--- config.mk ---
export PLATFORM = sky130hd
export DESIGN_NAME = seq_det_ctrl
export DESIGN_NICKNAME = d
export VERILOG_FILES = /design/src/rtl/seq_det_pkg.sv /design/src/rtl/seq_det_core.sv /design/src/rtl/seq_det_ctrl.sv
export SDC_FILE = /design/constraint.sdc
export NUM_CORES = 1
export LEC_CHECK = 0
export CAP_MARGIN = 20
export CORE_MARGIN = 1
export CORE_UTILIZATION = 43
export CTS_BUF_LIST = sky130_fd_sc_hd__clkbuf_4
export DETAILED_ROUTE_END_ITERATION = 10
export PLACE_DENSITY = 0.72
export SETUP_SLACK_MARGIN = 0.3
export SLEW_MARGIN = 25
export SYNTH_ARGS = -nofsm -noshare
export SYNTH_HDL_FRONTEND = slang
export SYNTH_HIERARCHICAL = 1
export SYNTH_SLANG_ARGS = --single-unit
--- constraint.sdc ---
create_clock -name clk -period 3.63 [get_ports clk]
set_input_delay 0.363 -clock clk [delete_from_list [all_inputs] [get_ports clk]]
set_output_delay 0.363 -clock clk [all_outputs]
set_load 0.02 [all_outputs]
--- src/rtl/seq_det_pkg.sv ---
// rtl/seq_det_pkg.sv - shared types, defaults and helpers for the serial sequence detector
// Contents:
//   state_e   : controller state (IDLE / ARMED / DONE)
//   DEF_PAT_W : default maximum pattern length
//   DEF_CNT_W : default match counter / threshold width
//   len_mask  : pattern length -> mask with the low 'len' bits set
package seq_det_pkg;

   localparam int DEF_PAT_W = 4;
   localparam int DEF_CNT_W = 8;
   localparam int MAX_PAT_W = 8;

   typedef enum logic [1:0] {
      ST_IDLE  = 2'd0,
      ST_ARMED = 2'd1,
      ST_DONE  = 2'd2
   } state_e;

   // Callers truncate the result to their own pattern width.
   function automatic logic [MAX_PAT_W-1:0] len_mask(input int len);
      logic [MAX_PAT_W-1:0] m;
      for (int i = 0; i < MAX_PAT_W; i++) begin
         m[i] = (i < len);
      end
      return m;
   endfunction

endpackage

--- src/rtl/seq_det_core.sv ---
// rtl/seq_det_core.sv - history shift register, fill counter and masked compare producing the Mealy match
// Ports:
//   clk_i, rst_i   : clock, asynchronous active-high reset
//   clr_i          : clear history and fill (arming)
//   en_i           : detector active this cycle (armed and not aborting)
//   x_valid_i, x_i : qualified serial bit
//   pattern_i      : pattern, bit [len-1] oldest, bit [0] newest
//   len_i          : effective pattern length, already clamped to 1..PAT_W
//   ovl_i          : 1 = overlapping detection, 0 = restart after each match
//   z_o            : combinational match, same cycle as the final bit
module seq_det_core
   import seq_det_pkg::*;
#(
   parameter int PAT_W = DEF_PAT_W,
   localparam int LEN_W = $clog2(PAT_W + 1)
) (
   input  logic             clk_i,
   input  logic             rst_i,
   input  logic             clr_i,
   input  logic             en_i,
   input  logic             x_valid_i,
   input  logic             x_i,
   input  logic [PAT_W-1:0] pattern_i,
   input  logic [LEN_W-1:0] len_i,
   input  logic             ovl_i,
   output logic             z_o
);

   localparam int HIST_W = (PAT_W > 1) ? PAT_W - 1 : 1;

   logic [HIST_W-1:0] hist_q, hist_d;
   logic [LEN_W-1:0]  fill_q, fill_d;
   logic [PAT_W-1:0]  mask;
   logic [PAT_W-1:0]  window;
   logic              enough_bits;
   logic              hit;

   assign mask   = PAT_W'(len_mask(int'(len_i)));
   // Current bit joins the stored history so the match is visible in the same cycle.
   assign window = PAT_W'({hist_q, x_i});

   // fill counts bits already stored; the current bit makes fill+1 available.
   assign enough_bits = ({1'b0, fill_q} + (LEN_W + 1)'(1)) >= {1'b0, len_i};
   assign hit         = ((window ^ pattern_i) & mask) == '0;
   assign z_o         = en_i & x_valid_i & enough_bits & hit;

   always_comb begin
      hist_d = hist_q;
      fill_d = fill_q;
      if (clr_i) begin
         hist_d = '0;
         fill_d = '0;
      end else if (en_i && x_valid_i) begin
         if (z_o && !ovl_i) begin
            hist_d = '0;
            fill_d = '0;
         end else begin
            hist_d = HIST_W'({hist_q, x_i});
            if (fill_q != LEN_W'(PAT_W)) begin
               fill_d = fill_q + LEN_W'(1);
            end
         end
      end
   end

   always_ff @(posedge clk_i or posedge rst_i) begin
      if (rst_i) begin
         hist_q <= '0;
         fill_q <= '0;
      end else begin
         hist_q <= hist_d;
         fill_q <= fill_d;
      end
   end

endmodule

--- src/rtl/seq_det_ctrl.sv ---
// rtl/seq_det_ctrl.sv - config, arming FSM and match counter for the programmable sequence detector
// Ports:
//   clk, rst                      : clock, asynchronous active-high reset
//   cfg_valid / cfg_ready         : config handshake, ready only in IDLE
//   cfg_pattern, cfg_len          : pattern and length (0 -> 1, >PAT_W -> PAT_W)
//   cfg_thresh                    : matches required for done, 0 = free-run
//   cfg_ovl                       : overlap enable, present only with SEQ_DET_NONOVL_EN
//   start / abort                 : arm / disarm pulses
//   x_valid, x                    : serial bit stream
//   z                             : Mealy match (combinational)
//   match_cnt, busy, done         : saturating match count and status
// Build option: SEQ_DET_NONOVL_EN adds cfg_ovl for non-overlapping detection.
module seq_det_ctrl
   import seq_det_pkg::*;
#(
   parameter int PAT_W = DEF_PAT_W,
   parameter int CNT_W = DEF_CNT_W,
   localparam int LEN_W = $clog2(PAT_W + 1)
) (
   input  logic             clk,
   input  logic             rst,
   input  logic             cfg_valid,
   output logic             cfg_ready,
   input  logic [PAT_W-1:0] cfg_pattern,
   input  logic [LEN_W-1:0] cfg_len,
   input  logic [CNT_W-1:0] cfg_thresh,
`ifdef SEQ_DET_NONOVL_EN
   input  logic             cfg_ovl,
`endif
   input  logic             start,
   input  logic             abort,
   input  logic             x_valid,
   input  logic             x,
   output logic             z,
   output logic [CNT_W-1:0] match_cnt,
   output logic             busy,
   output logic             done
);

   state_e           state_q;
   logic [PAT_W-1:0] pattern_q;
   logic [LEN_W-1:0] len_q, len_d;
   logic [CNT_W-1:0] thresh_q;
   logic [CNT_W-1:0] cnt_q, cnt_d;
   logic             busy_q, done_q, ready_q;
   logic             core_en, core_clr, core_ovl;

`ifdef SEQ_DET_NONOVL_EN
   logic ovl_q;
   assign core_ovl = ovl_q;
`else
   assign core_ovl = 1'b1;
`endif

   // Length is clamped once at latch so the datapath only ever sees 1..PAT_W.
   assign len_d = (cfg_len == '0)              ? LEN_W'(1)     :
                  (cfg_len > LEN_W'(PAT_W))    ? LEN_W'(PAT_W) : cfg_len;
   assign cnt_d = (&cnt_q) ? cnt_q : cnt_q + CNT_W'(1);

   // abort suppresses the match in the same cycle; in IDLE abort is a no-op so start still arms.
   assign core_en  = (state_q == ST_ARMED) & ~abort;
   assign core_clr = start & ((state_q == ST_IDLE) | ((state_q == ST_DONE) & ~abort));

   seq_det_core #(
      .PAT_W (PAT_W)
   ) u_core (
      .clk_i     (clk),
      .rst_i     (rst),
      .clr_i     (core_clr),
      .en_i      (core_en),
      .x_valid_i (x_valid),
      .x_i       (x),
      .pattern_i (pattern_q),
      .len_i     (len_q),
      .ovl_i     (core_ovl),
      .z_o       (z)
   );

   always_ff @(posedge clk or posedge rst) begin
      if (rst) begin
         state_q   <= ST_IDLE;
         pattern_q <= '0;
         len_q     <= LEN_W'(1);
         thresh_q  <= '0;
         cnt_q     <= '0;
         busy_q    <= 1'b0;
         done_q    <= 1'b0;
         ready_q   <= 1'b1;
`ifdef SEQ_DET_NONOVL_EN
         ovl_q     <= 1'b1;
`endif
      end else begin
         case (state_q)
            ST_IDLE: begin
               if (cfg_valid) begin
                  pattern_q <= cfg_pattern;
                  len_q     <= len_d;
                  thresh_q  <= cfg_thresh;
`ifdef SEQ_DET_NONOVL_EN
                  ovl_q     <= cfg_ovl;
`endif
               end
               if (start) begin
                  state_q <= ST_ARMED;
                  cnt_q   <= '0;
                  done_q  <= 1'b0;
                  busy_q  <= 1'b1;
                  ready_q <= 1'b0;
               end
            end
            ST_ARMED: begin
               if (abort) begin
                  state_q <= ST_IDLE;
                  busy_q  <= 1'b0;
                  ready_q <= 1'b1;
               end else if (z) begin
                  cnt_q <= cnt_d;
                  if ((thresh_q != '0) && (cnt_d == thresh_q)) begin
                     state_q <= ST_DONE;
                     busy_q  <= 1'b0;
                     done_q  <= 1'b1;
                  end
               end
            end
            ST_DONE: begin
               if (abort) begin
                  state_q <= ST_IDLE;
                  done_q  <= 1'b0;
                  ready_q <= 1'b1;
               end else if (start) begin
                  state_q <= ST_ARMED;
                  cnt_q   <= '0;
                  done_q  <= 1'b0;
                  busy_q  <= 1'b1;
               end
            end
            default: begin
               state_q <= ST_IDLE;
               busy_q  <= 1'b0;
               done_q  <= 1'b0;
               ready_q <= 1'b1;
            end
         endcase
      end
   end

   assign cfg_ready = ready_q;
   assign match_cnt = cnt_q;
   assign busy      = busy_q;
   assign done      = done_q;

endmodule

==> summary.md, run 1 <==
| Metric | Value |
|---|---|
| Outcome | `completed` |
| Port bufs | `33` |
| Worst skew pair latency | `0.35 ns` |
| Pint | `0.999 mW` |
| Grt ovf | `0` |
| Most common cell after layout, fill and taps aside | `clkdlybuf4s50_1` |
| WP data arrival | `3.37 ns` |
| Fillcell total | `485` |
| Die Span Y | `75.1 um` |
| Initial Util | `44.7%` |
| Met2 Usage GRT | `31.5%` |
| Static Leakage | `1.15 nW` |
| Max Cap Viol | `0` |
| NetSw | `0.721 mW` |
| Number of buffers created by CTS | `5` |
| First-pass detailed-route iteration total | `5` |
| Largest net degree at the start of global routing | `29` |
| Die width | `75.1 um` |
| Clock sinks | `34` |
| Worst-path cell chain | `inv_1 > ha_1 > ha_1 > o21ai_0 > o21ai_1 > and3_2 > o31ai_1 > a2111oi_4 > o2111ai_2 > or4b_4 > o211ai_1 > o311ai_1` |
| Flop pwr share | `40.1%` |
| Wire length per cell | `14.7 um` |
| Grt met3 use | `3.61%` |
| Nets | `311` |
| PnR worst setup slack | `0.479 ns` |
| Pwr Density | `631 mW/mm^2` |
| Cells after Synth | `245` |
| First-pass GRT wire length | `8.60 mm` |
| Yosys warns | `6` |
| Synth Area per Inst | `9.38 sq um` |
| FMAX | `317 MHz` |
| Post-synth EDFFs | `0` |
| Layout cells sized above 1 | `16.1%` |
| DR vias | `2045` |
| Period utilization | `86.8%` |
| Vias in the first global route | `1782` |
| DR vias/cell | `5.84` |
| Startpoint types | `flop` |
| Setup CP Type | `reg2reg` |
| Sw Ratio | `41.9%` |
| Residual DRC | `0` |
| Peak VDD IR | `0.237 mV` |
| Most frequent CP cell | `ha_1` |
| CTS clk-pin slew, worst paths | `0.10 ns` |
| RSZ-0062 raised after global routing | `false` |
| Hold Fails Final Rpt | `0` |
| Drt initial violations | `357` |
| Seq/Total Area, Yosys | `37.1%` |
| Worst Tran Pin Value | `0.657 ns` |
| Synth Register Bits | `34` |
| Max Buffers Root-to-Sink | `2` |
| Combinational power share | `47.6%` |
| Gr busiest metal | `met2` |
| Antenna-violating nets left | `0` |
| Initial antenna violation count | `0` |
| Max incr delay on CP | `0.57 ns` |
| Skew final | `0.0115 ns` |
| Fin crit period | `3.15 ns` |
| Diodes inserted | `0` |
| Syn_nets | `277` |
| Post-Syn Area | `0.00230 sq mm` |
| CTS root buf | `clkbuf_4` |
| Ys flop type | `dfrtp_1` |
| TNS Setup | `0 ns` |
| Async S/R FF share, synth | `100%` |
| # H-tree levels | `2` |
| Full die area | `0.00564 sq mm` |
| # rows | `26` |
| Gr usage total | `20.1%` |
| Worst setup EP type | `flop` |
| Clk pwr share | `12.3%` |
| CP max stage cell | `or4b_4` |
| Slew margin rel. | `56.1%` |
| Met1 global-route usage | `27.6%` |
| Core Area | `0.00514 sq mm` |
| Commonest non-fill, non-tap cells in the layout | `clkdlybuf4s50_1 (33), dfrtp_1 (32), nand2_1 (24), a21oi_1 (21), inv_1 (16)` |
| Area Overhead vs Synth | `18.5%` |
| # setup viols final | `0` |
| CTS tree | `done` |
| WP data required | `3.85 ns` |
| Drt total wl | `5.13 mm` |
| Hold Crit Class | `in2async` |
| Ports | `34` |
| Post-DP HPWL | `3.80 mm` |
| Yosys cell types | `58` |
| Pre-CTS WS | `0.275 ns` |
| GPL Wtd Cong | `0.910` |
| CP max FO | `5` |
| Max Slew Vio Count | `0` |
| Hold Buf Count CTS | `0` |
## per-stage QoR
stage	power, mW	util (%)	instances	area, sq um	hold slack (ns)
3_5_place_dp	1.48	51.5	340	2650	0.492
2_1_floorplan	1.24	-	245	2300	0.154
4_1_cts	1.69	52.6	348	2700	0.275
5_1_grt	1.85	53.0	350	2720	0.293
3_3_place_gp	1.46	51.5	340	2650	0.484
6_report	1.72	53.0	350	2720	0.274
## critical path, delay by kind of cell, from the launching register on
kind                     cells  cell delay [ns]
buffers and inverters        1             0.11
AND/OR/NAND/NOR              2             0.79
AO/OA/AOI/OAI                7             1.08
flip-flops                   1             0.43
adder cells (fa/ha/maj)      2             0.61
## routing by layer
layer	share of wire [%]	vias up	wire (um)
li1	-	966	-
met1	46	988	2380
met2	47	82	2410
met3	5.1	9	259
met4	1.6	0	80
met5	0	-	0
## cell type report
cell class | instances | area [sq um] | share of cell area (%)
clock buffer | 6 | 45.0 | 1.65
clock inverter | 2 | 8.76 | 0.322
inverter | 17 | 63.8 | 2.34
multi-input combinational | 182 | 1290 | 47.4
sequential | 34 | 853 | 31.3
tap | 70 | 87.6 | 3.22
timing repair buffer | 39 | 375 | 13.8
## flip-flops by register name, summed over array words and instances (netlist names)
name / count
busy: 1
cfg_ready: 1
done: 1
len_q: 3
match_cnt: 8
pattern_q: 4
state_q: 2
thresh_q: 8
u_core/fill_q: 3
u_core/hist_q: 3
## Yosys cell counts (all sizes together), types with 3 or more instances
cell type   n  area, sq um
mux2       13          146
nand4       4         25.0
o22ai       3         18.8
o21ai      16         80.1
dfrtp      32          801
buf         7         58.8
clkbuf      5         38.8
nand3      10         50.1
xnor2       5         62.6
nand2b      3         21.3
nand2      25          101
nor4        4         25.0
a31oi       8         50.1
ha         10          125
inv        17         63.8
a21oi      21          105
and3        5         33.8
nor2       10         37.5
xor2        6         52.6
## final timing paths
path / startpoint / endpoint / slack [ns] / depth (start not counted)
min reg2reg: len_q[0] / len_q[0] / 0.52 / 2
max: u_core/fill_q[0] / done / 0.48 / 12
min: rst / u_core/hist_q[2] / 0.27 / 2
max in group asynchronous: rst / len_q[2] / 2.81 / 2
min in group clk: len_q[0] / len_q[0] / 0.52 / 2
max reg2reg: u_core/fill_q[0] / done / 0.48 / 12
## cell families after synthesis
family / synth area share [%]
compound gates: 20.1
xor+xnor: 5.01
fa+ha+maj: 5.44
buf+inv: 7.02
flops: 37.1
mux: 6.37
other cells: 0.163
simple gates: 18.8
## power by group through the flow
stage / logic, mW / registers (mW) / clock network (mW)
floorplan: 0.574 / 0.669 / 0
global placement: 0.770 / 0.689 / 0
detailed placement: 0.782 / 0.696 / 0
CTS: 0.788 / 0.687 / 0.218
global route: 0.908 / 0.712 / 0.233
finish: 0.819 / 0.690 / 0.211
## repair_timing
action | 4_1_cts | 5_1_grt
resized for setup | 0 | 2
setup buffers | 0 | 2
setup endpoints to repair | 0 | 4
Note: power is estimated with default switching activity, not from simulation.
==> run 2: changes to the inputs <==
--- a/config.mk
+++ b/config.mk
@@ -11,6 +11,7 @@
 export CTS_BUF_LIST = sky130_fd_sc_hd__clkbuf_4
 export DETAILED_ROUTE_END_ITERATION = 10
 export PLACE_DENSITY = 0.72
+export REMOVE_ABC_BUFFERS = 1
 export SETUP_SLACK_MARGIN = 0.3
 export SLEW_MARGIN = 25
 export SYNTH_ARGS = -nofsm -noshare
==> run 2 against run 1 <==
Against the previous run: count of clock-buffer cells in the layout fell by 1; combinational power barely moved; fmax barely moved; global-route usage rose by 0.59 points; critical path type unchanged; sequential cell count did not move; register-to-register slack barely moved; total power fell by 0.57%; largest power group unchanged; cell count fell by 0.57%; die area did not move; sequential power barely moved; sequential share of layout area rose by 0.16 points; highest routed layer unchanged.
==> summary.md, run 2 (synthesis gave the netlist of run 1 again) <==
| Metric | Value |
|---|---|
| Outcome | `completed` |
| Drt initial violations | `319 (-11%)` |
| WP data required | `3.86 ns (about the same)` |
| CTS tree | `done` |
| Die width | `75.1 um (unchanged)` |
| Layout cells sized above 1 | `16.2% (+0.12 points)` |
| Static Leakage | `1.13 nW (-1.7%)` |
| Vias in the first global route | `1816 (+1.9%)` |
| Met1 global-route usage | `29.0% (+1.3 points)` |
| Hold Crit Class | `in2async` |
| Peak VDD IR | `0.276 mV (+16%)` |
| Slew margin rel. | `55.8% (-0.24 points)` |
| Core Area | `0.00514 sq mm (unchanged)` |
| Grt ovf | `0 (unchanged)` |
| Placed cell areas | `0.00264 sq mm (-0.28%)` |
| Gr usage total | `20.7% (+0.59 points)` |
| CTS root buf | `clkbuf_4` |
| Wire length per cell | `14.8 um (+0.95%)` |
| Residual DRC | `0 (unchanged)` |
| Post-DP HPWL | `3.79 mm (-0.15%)` |
| Hold Fails Final Rpt | `0 (unchanged)` |
| Nets | `309 (-0.64%)` |
| Initial antenna violation count | `0 (unchanged)` |
| RSZ-0062 raised after global routing | `false` |
| DP Cell Count | `339 (-0.29%)` |
| Initial Util | `44.7% (unchanged)` |
| Worst Tran Pin Value | `0.661 ns (+0.00366 ns)` |
| Pwr Density | `630 mW/mm^2 (-0.20%)` |
| Most common cell after layout, fill and taps aside | `clkdlybuf4s50_1` |
| Full die area | `0.00564 sq mm (unchanged)` |
| Ports | `34 (unchanged)` |
| WP data arrival | `3.38 ns (about the same)` |
| First-pass detailed-route iteration total | `5 (unchanged)` |
| Die Span Y | `75.1 um (unchanged)` |
| Worst skew pair latency | `0.35 ns (about the same)` |
| CP max FO | `5 (unchanged)` |
| Area Overhead vs Synth | `18.1%` |
| Pre-CTS WS | `0.205 ns (-0.0704 ns)` |
| Max Slew Vio Count | `0 (unchanged)` |
| Layout Cells excl Fill | `348 (-0.57%)` |
| Commonest non-fill, non-tap cells in the layout | `clkdlybuf4s50_1 (33), dfrtp_1 (31), nand2_1 (23), a21oi_1 (20), inv_1 (16)` |
| TNS Setup | `0 ns (unchanged)` |
| Post-route cell area | `0.00271 sq mm (-0.37%)` |
| # H-tree levels | `2 (unchanged)` |
| DR vias | `2028 (-0.83%)` |
| DR vias/cell | `5.83 (-0.26%)` |
| FMAX | `317 MHz (about the same)` |
| Diodes inserted | `0 (unchanged)` |
| Max Buffers Root-to-Sink | `2 (unchanged)` |
| Clock sinks | `34 (unchanged)` |
| GPL Wtd Cong | `0.889 (-2.3%)` |
| Gr busiest metal | `met2` |
| First-pass GRT wire length | `8.65 mm (+0.48%)` |
| Period utilization | `86.9% (about the same)` |
| Met2 Usage GRT | `29.6% (-1.9 points)` |
| Power after layout | `1.71 mW (-0.57%)` |
| Drt total wl | `5.15 mm (+0.37%)` |
| # setup viols final | `0 (unchanged)` |
| Largest net degree at the start of global routing | `29 (unchanged)` |
| Fin crit period | `3.15 ns (+0.00274 ns)` |
| Startpoint types | `flop` |
| Grt met3 use | `4.02% (+0.40 points)` |
| Port bufs | `33 (unchanged)` |
| Setup CP Type | `reg2reg` |
| Fillcell total | `500 (+3.1%)` |
| Hold Buf Count CTS | `0 (unchanged)` |
| Number of buffers created by CTS | `5 (unchanged)` |
| PnR worst setup slack | `0.477 ns (-0.00274 ns)` |
| Max Cap Viol | `0 (unchanged)` |
| Worst setup EP type | `flop` |
| # rows | `26 (unchanged)` |
| CTS clk-pin slew, worst paths | `0.11 ns (about the same)` |
| Antenna-violating nets left | `0 (unchanged)` |
| Skew final | `0.0231 ns (+0.0115 ns)` |
-- run 2: changes by cell type in the layout (fill, tap and decap cells not counted), sizes merged --
cell / change
clkinv: +1
clkbuf: -1
buf: -2
-- run 2: worst paths after layout --
path / to / slack (ns) / cells after the start / startpoint
max: done / 0.48 / 12 / u_core/fill_q[0]
min: u_core/hist_q[2] / 0.29 / 2 / rst
max reg2reg: done / 0.48 / 12 / u_core/fill_q[0]
min reg2reg: len_q[0] / 0.50 / 2 / len_q[0]
max in group asynchronous: thresh_q[7] / 2.80 / 2 / rst
min in group clk: len_q[0] / 0.50 / 2 / len_q[0]
-- run 2: power breakdown --
part	leakage (nW)	total, mW	internal, mW	switching (mW)
Clock	0.0277	0.202	0.0691	0.133
Combinational	0.675	0.816	0.396	0.420
Sequential	0.428	0.691	0.515	0.177
-- run 2: worst max-delay path, cell delays in order, from the launching register on --
cell and delay, ns:
dfrtp_2 0.42, inv_1 0.08, ha_1 0.31, ha_1 0.28, o21ai_0 0.08, o21ai_1 0.19, and3_2 0.23, o31ai_1 0.11
a2111oi_4 0.31, o2111ai_2 0.17, or4b_4 0.58, o211ai_1 0.17, o311ai_1 0.11
-- run 2: metal layers --
metal / part of all wire (%) / routed length (um) / up-vias
met5: 0 / 0 / -
met4: 2.7 / 138 / 0
met3: 6.5 / 337 / 20
met2: 46 / 2390 / 100
met1: 44 / 2280 / 943
li1: - / - / 965
-- run 2: layout make-up --
type                    count  area [sq um]  area share (%)
clock buffers               5          37.5            1.38
clock inverters             3          11.3           0.415
inverters                  17          63.8            2.35
multi-input cells         182          1300            47.9
flip-flops and latches     34           855            31.5
well taps                  70          87.6            3.23
repair buffers             37           360            13.3
-- run 2: stage by stage --
| step | hold WS, ns | utilization, % |
|---|---|---|
| 2_1_floorplan | 0.154 | - |
| 3_3_place_gp | 0.483 | 51.4 |
| 3_5_place_dp | 0.485 | 51.4 |
| 4_1_cts | 0.275 | 52.3 |
| 5_1_grt | 0.297 | 52.8 |
| 6_report | 0.287 | 52.8 |
-- run 2: what timing repair did --
action / CTS / global route
hold endpoints to repair: 0 / 0
setup endpoints to repair: 0 / 4
buffers inserted: 0 / 1
resized for setup: 0 / 6
==> run 3: changes to the inputs <==
--- a/config.mk
+++ b/config.mk
@@ -7,10 +7,12 @@
 export LEC_CHECK = 0
 export CAP_MARGIN = 20
 export CORE_MARGIN = 1
-export CORE_UTILIZATION = 43
+export CORE_UTILIZATION = 35
 export CTS_BUF_LIST = sky130_fd_sc_hd__clkbuf_4
+export CTS_CLUSTER_SIZE = 16
 export DETAILED_ROUTE_END_ITERATION = 10
-export PLACE_DENSITY = 0.72
+export GPL_TIMING_DRIVEN = 0
+export PLACE_DENSITY = 0.62
 export REMOVE_ABC_BUFFERS = 1
 export SETUP_SLACK_MARGIN = 0.3
 export SLEW_MARGIN = 25
==> run 3 against run 2 <==
Against the previous run: first-iteration DRC count down 36%; clock skew down 0.0099 ns; critical path type unchanged; highest routed layer unchanged; worst hold slack better by 0.0078 ns; sequential share of layout area down 0.30 points; cell count up 1.7%; design area up 0.97%; critical path depth unchanged; worst setup slack better by 0.036 ns; utilization down 9.6 points; via count down 2.4%; global-route usage down 5.3 points; clock power up 4%.
==> summary.md, run 3 (synthesis gave the netlist of run 1 again) <==
| Metric | Value |
|---|---|
| DR vias | `1979 (-2.4%)` |
| Clock sinks | `34 (unchanged)` |
| Initial antenna violation count | `0 (unchanged)` |
| First-pass detailed-route iteration total | `4 (-1)` |
| WP data arrival | `3.34 ns (-0.04 ns)` |
| WP data required | `3.85 ns (about the same)` |
| Setup CP Type | `reg2reg` |
| # setup viols final | `0 (unchanged)` |
| CTS tree | `done` |
| Vias in the first global route | `1848 (+1.8%)` |
| Max Slew Vio Count | `0 (unchanged)` |
| Post-DP HPWL | `3.72 mm (-1.9%)` |
| Initial Util | `36.2% (-8.5 points)` |
| Outcome | `completed` |
| Max Cap Viol | `0 (unchanged)` |
| Drt initial violations | `204 (-36%)` |
| Worst skew pair latency | `0.34 ns (about the same)` |
| Layout cells sized above 1 | `17.7% (+1.5 points)` |
| Power after layout | `1.72 mW (+0.46%)` |
| CTS root buf | `clkbuf_4` |
| Most common cell after layout, fill and taps aside | `clkdlybuf4s50_1` |
| PnR worst setup slack | `0.513 ns (+0.0363 ns)` |
| RSZ-0062 raised after global routing | `false` |
| Grt ovf | `0 (unchanged)` |
| Startpoint types | `flop` |
| CP max FO | `5 (unchanged)` |
| Ports | `34 (unchanged)` |
| First-pass GRT wire length | `8.73 mm (+0.96%)` |
| Peak VDD IR | `0.259 mV (-6.2%)` |
| Pre-CTS WS | `0.0642 ns (-0.141 ns)` |
| FMAX | `321 MHz (+1.2%)` |
| Worst r2r path cells | `12 (unchanged)` |
| Hold Fails Final Rpt | `0 (unchanged)` |
| Period utilization | `85.9% (-1.0 points)` |
| # rows | `29 (+12%)` |
| # H-tree levels | `2 (unchanged)` |
| Largest net degree at the start of global routing | `29 (unchanged)` |
| Skew final | `0.0132 ns (-0.00987 ns)` |
| Diodes inserted | `0 (unchanged)` |
| Gr usage total | `15.4% (-5.3 points)` |
| Hold Crit Class | `in2async` |
| Antenna-violating nets left | `0 (unchanged)` |
| CTS clk-pin slew, worst paths | `0.11 ns (about the same)` |
| Number of buffers created by CTS | `5 (unchanged)` |
| Commonest non-fill, non-tap cells in the layout | `clkdlybuf4s50_1 (33), dfrtp_1 (31), nand2_1 (23), a21oi_1 (19)` |
| Die width | `83.0 um (+11%)` |
| Fin crit period | `3.12 ns (-0.0363 ns)` |
| Worst setup EP type | `flop` |
| Drt total wl | `5.17 mm (+0.45%)` |
| Static Leakage | `1.13 nW (-0.17%)` |
| Residual DRC | `0 (unchanged)` |
| Wire length per cell | `14.6 um (-1.3%)` |
| Slew margin rel. | `54.0% (-1.8 points)` |
| Nets | `308 (-0.32%)` |
| Pwr Density | `627 mW/mm^2 (-0.50%)` |
| Port bufs | `33 (unchanged)` |
| GPL Wtd Cong | `0.878 (-1.3%)` |
| Full die area | `0.00689 sq mm (+22%)` |
| Area Overhead vs Synth | `19.2%` |
| Die Span Y | `83.0 um (+11%)` |
| Core Area | `0.00635 sq mm (+24%)` |
| TNS Setup | `0 ns (unchanged)` |
| Worst Tran Pin Value | `0.688 ns (+0.0273 ns)` |
| DR vias/cell | `5.59 (-4.1%)` |
| Max Buffers Root-to-Sink | `2 (unchanged)` |
## run 3: stage by stage
| step | util, % | std cells | hold slack, ns | instance area (sq um) |
|---|---|---|---|---|
| 6_report | 43.2 | 354 | 0.295 | 2740 |
| 3_3_place_gp | 41.4 | 343 | 0.486 | 2630 |
| 2_1_floorplan | - | 233 | 0.154 | 2200 |
| 4_1_cts | 42.5 | 351 | 0.268 | 2700 |
| 5_1_grt | 43.2 | 354 | 0.295 | 2740 |
| 3_5_place_dp | 41.4 | 343 | 0.490 | 2630 |
## run 3: critical path, stage by stage (launching register included)
cell and delay, ns:
dfrtp_2 0.46, ha_1 0.25, xor2_1 0.15, ha_1 0.27, o21ai_0 0.08, o21ai_1 0.17, and3_4 0.24, o31ai_1 0.11
a2111oi_4 0.23, o2111ai_2 0.18, or4b_4 0.58, o211ai_1 0.18, o311ai_1 0.12
## run 3: final cells by class
cell class / count / area (sq um)
Multi-Input combinational cell: 182 / 1320
Inverter: 17 / 63.8
Fill cell: 627 / 3610
Timing Repair Buffer: 36 / 353
Clock inverter: 2 / 8.76
Tap cell: 77 / 96.3
Clock buffer: 6 / 45.0
Sequential cell: 34 / 855
## run 3: final timing paths
check / startpoint / end / slack, ns
worst min register to register: len_q[0] / len_q[0] / 0.50
min in group clk: len_q[0] / len_q[0] / 0.50
worst max register to register: u_core/fill_q[0] / done / 0.51
worst max-delay path: u_core/fill_q[0] / done / 0.51
max in group asynchronous: rst / pattern_q[0] / 2.77
worst min-delay path: rst / u_core/fill_q[1] / 0.30
## run 3: routing by layer
metal / track usage, % / up-vias / wire [um]
met2: 23.8 / 52 / 2390
met5: 0 / - / 0
met1: 21.4 / 949 / 2460
li1: - / 969 / -
met4: 6.43 / 0 / 103
met3: 2.68 / 9 / 220
## run 3: report_power, final
group          switching (mW)  internal (mW)
registers               0.198          0.514
logic                   0.392          0.403
clock network           0.131         0.0803
## run 3: repair_timing
| action | in CTS | in global routing |
|---|---|---|
| gates resized for setup | 4 | 6 |
| setup endpoints to repair | 9 | 4 |
| cloned | 0 | 0 |
| hold buffers | 0 | 0 |
| pin swaps | 0 | 3 |
| buffers inserted | 0 | 3 |
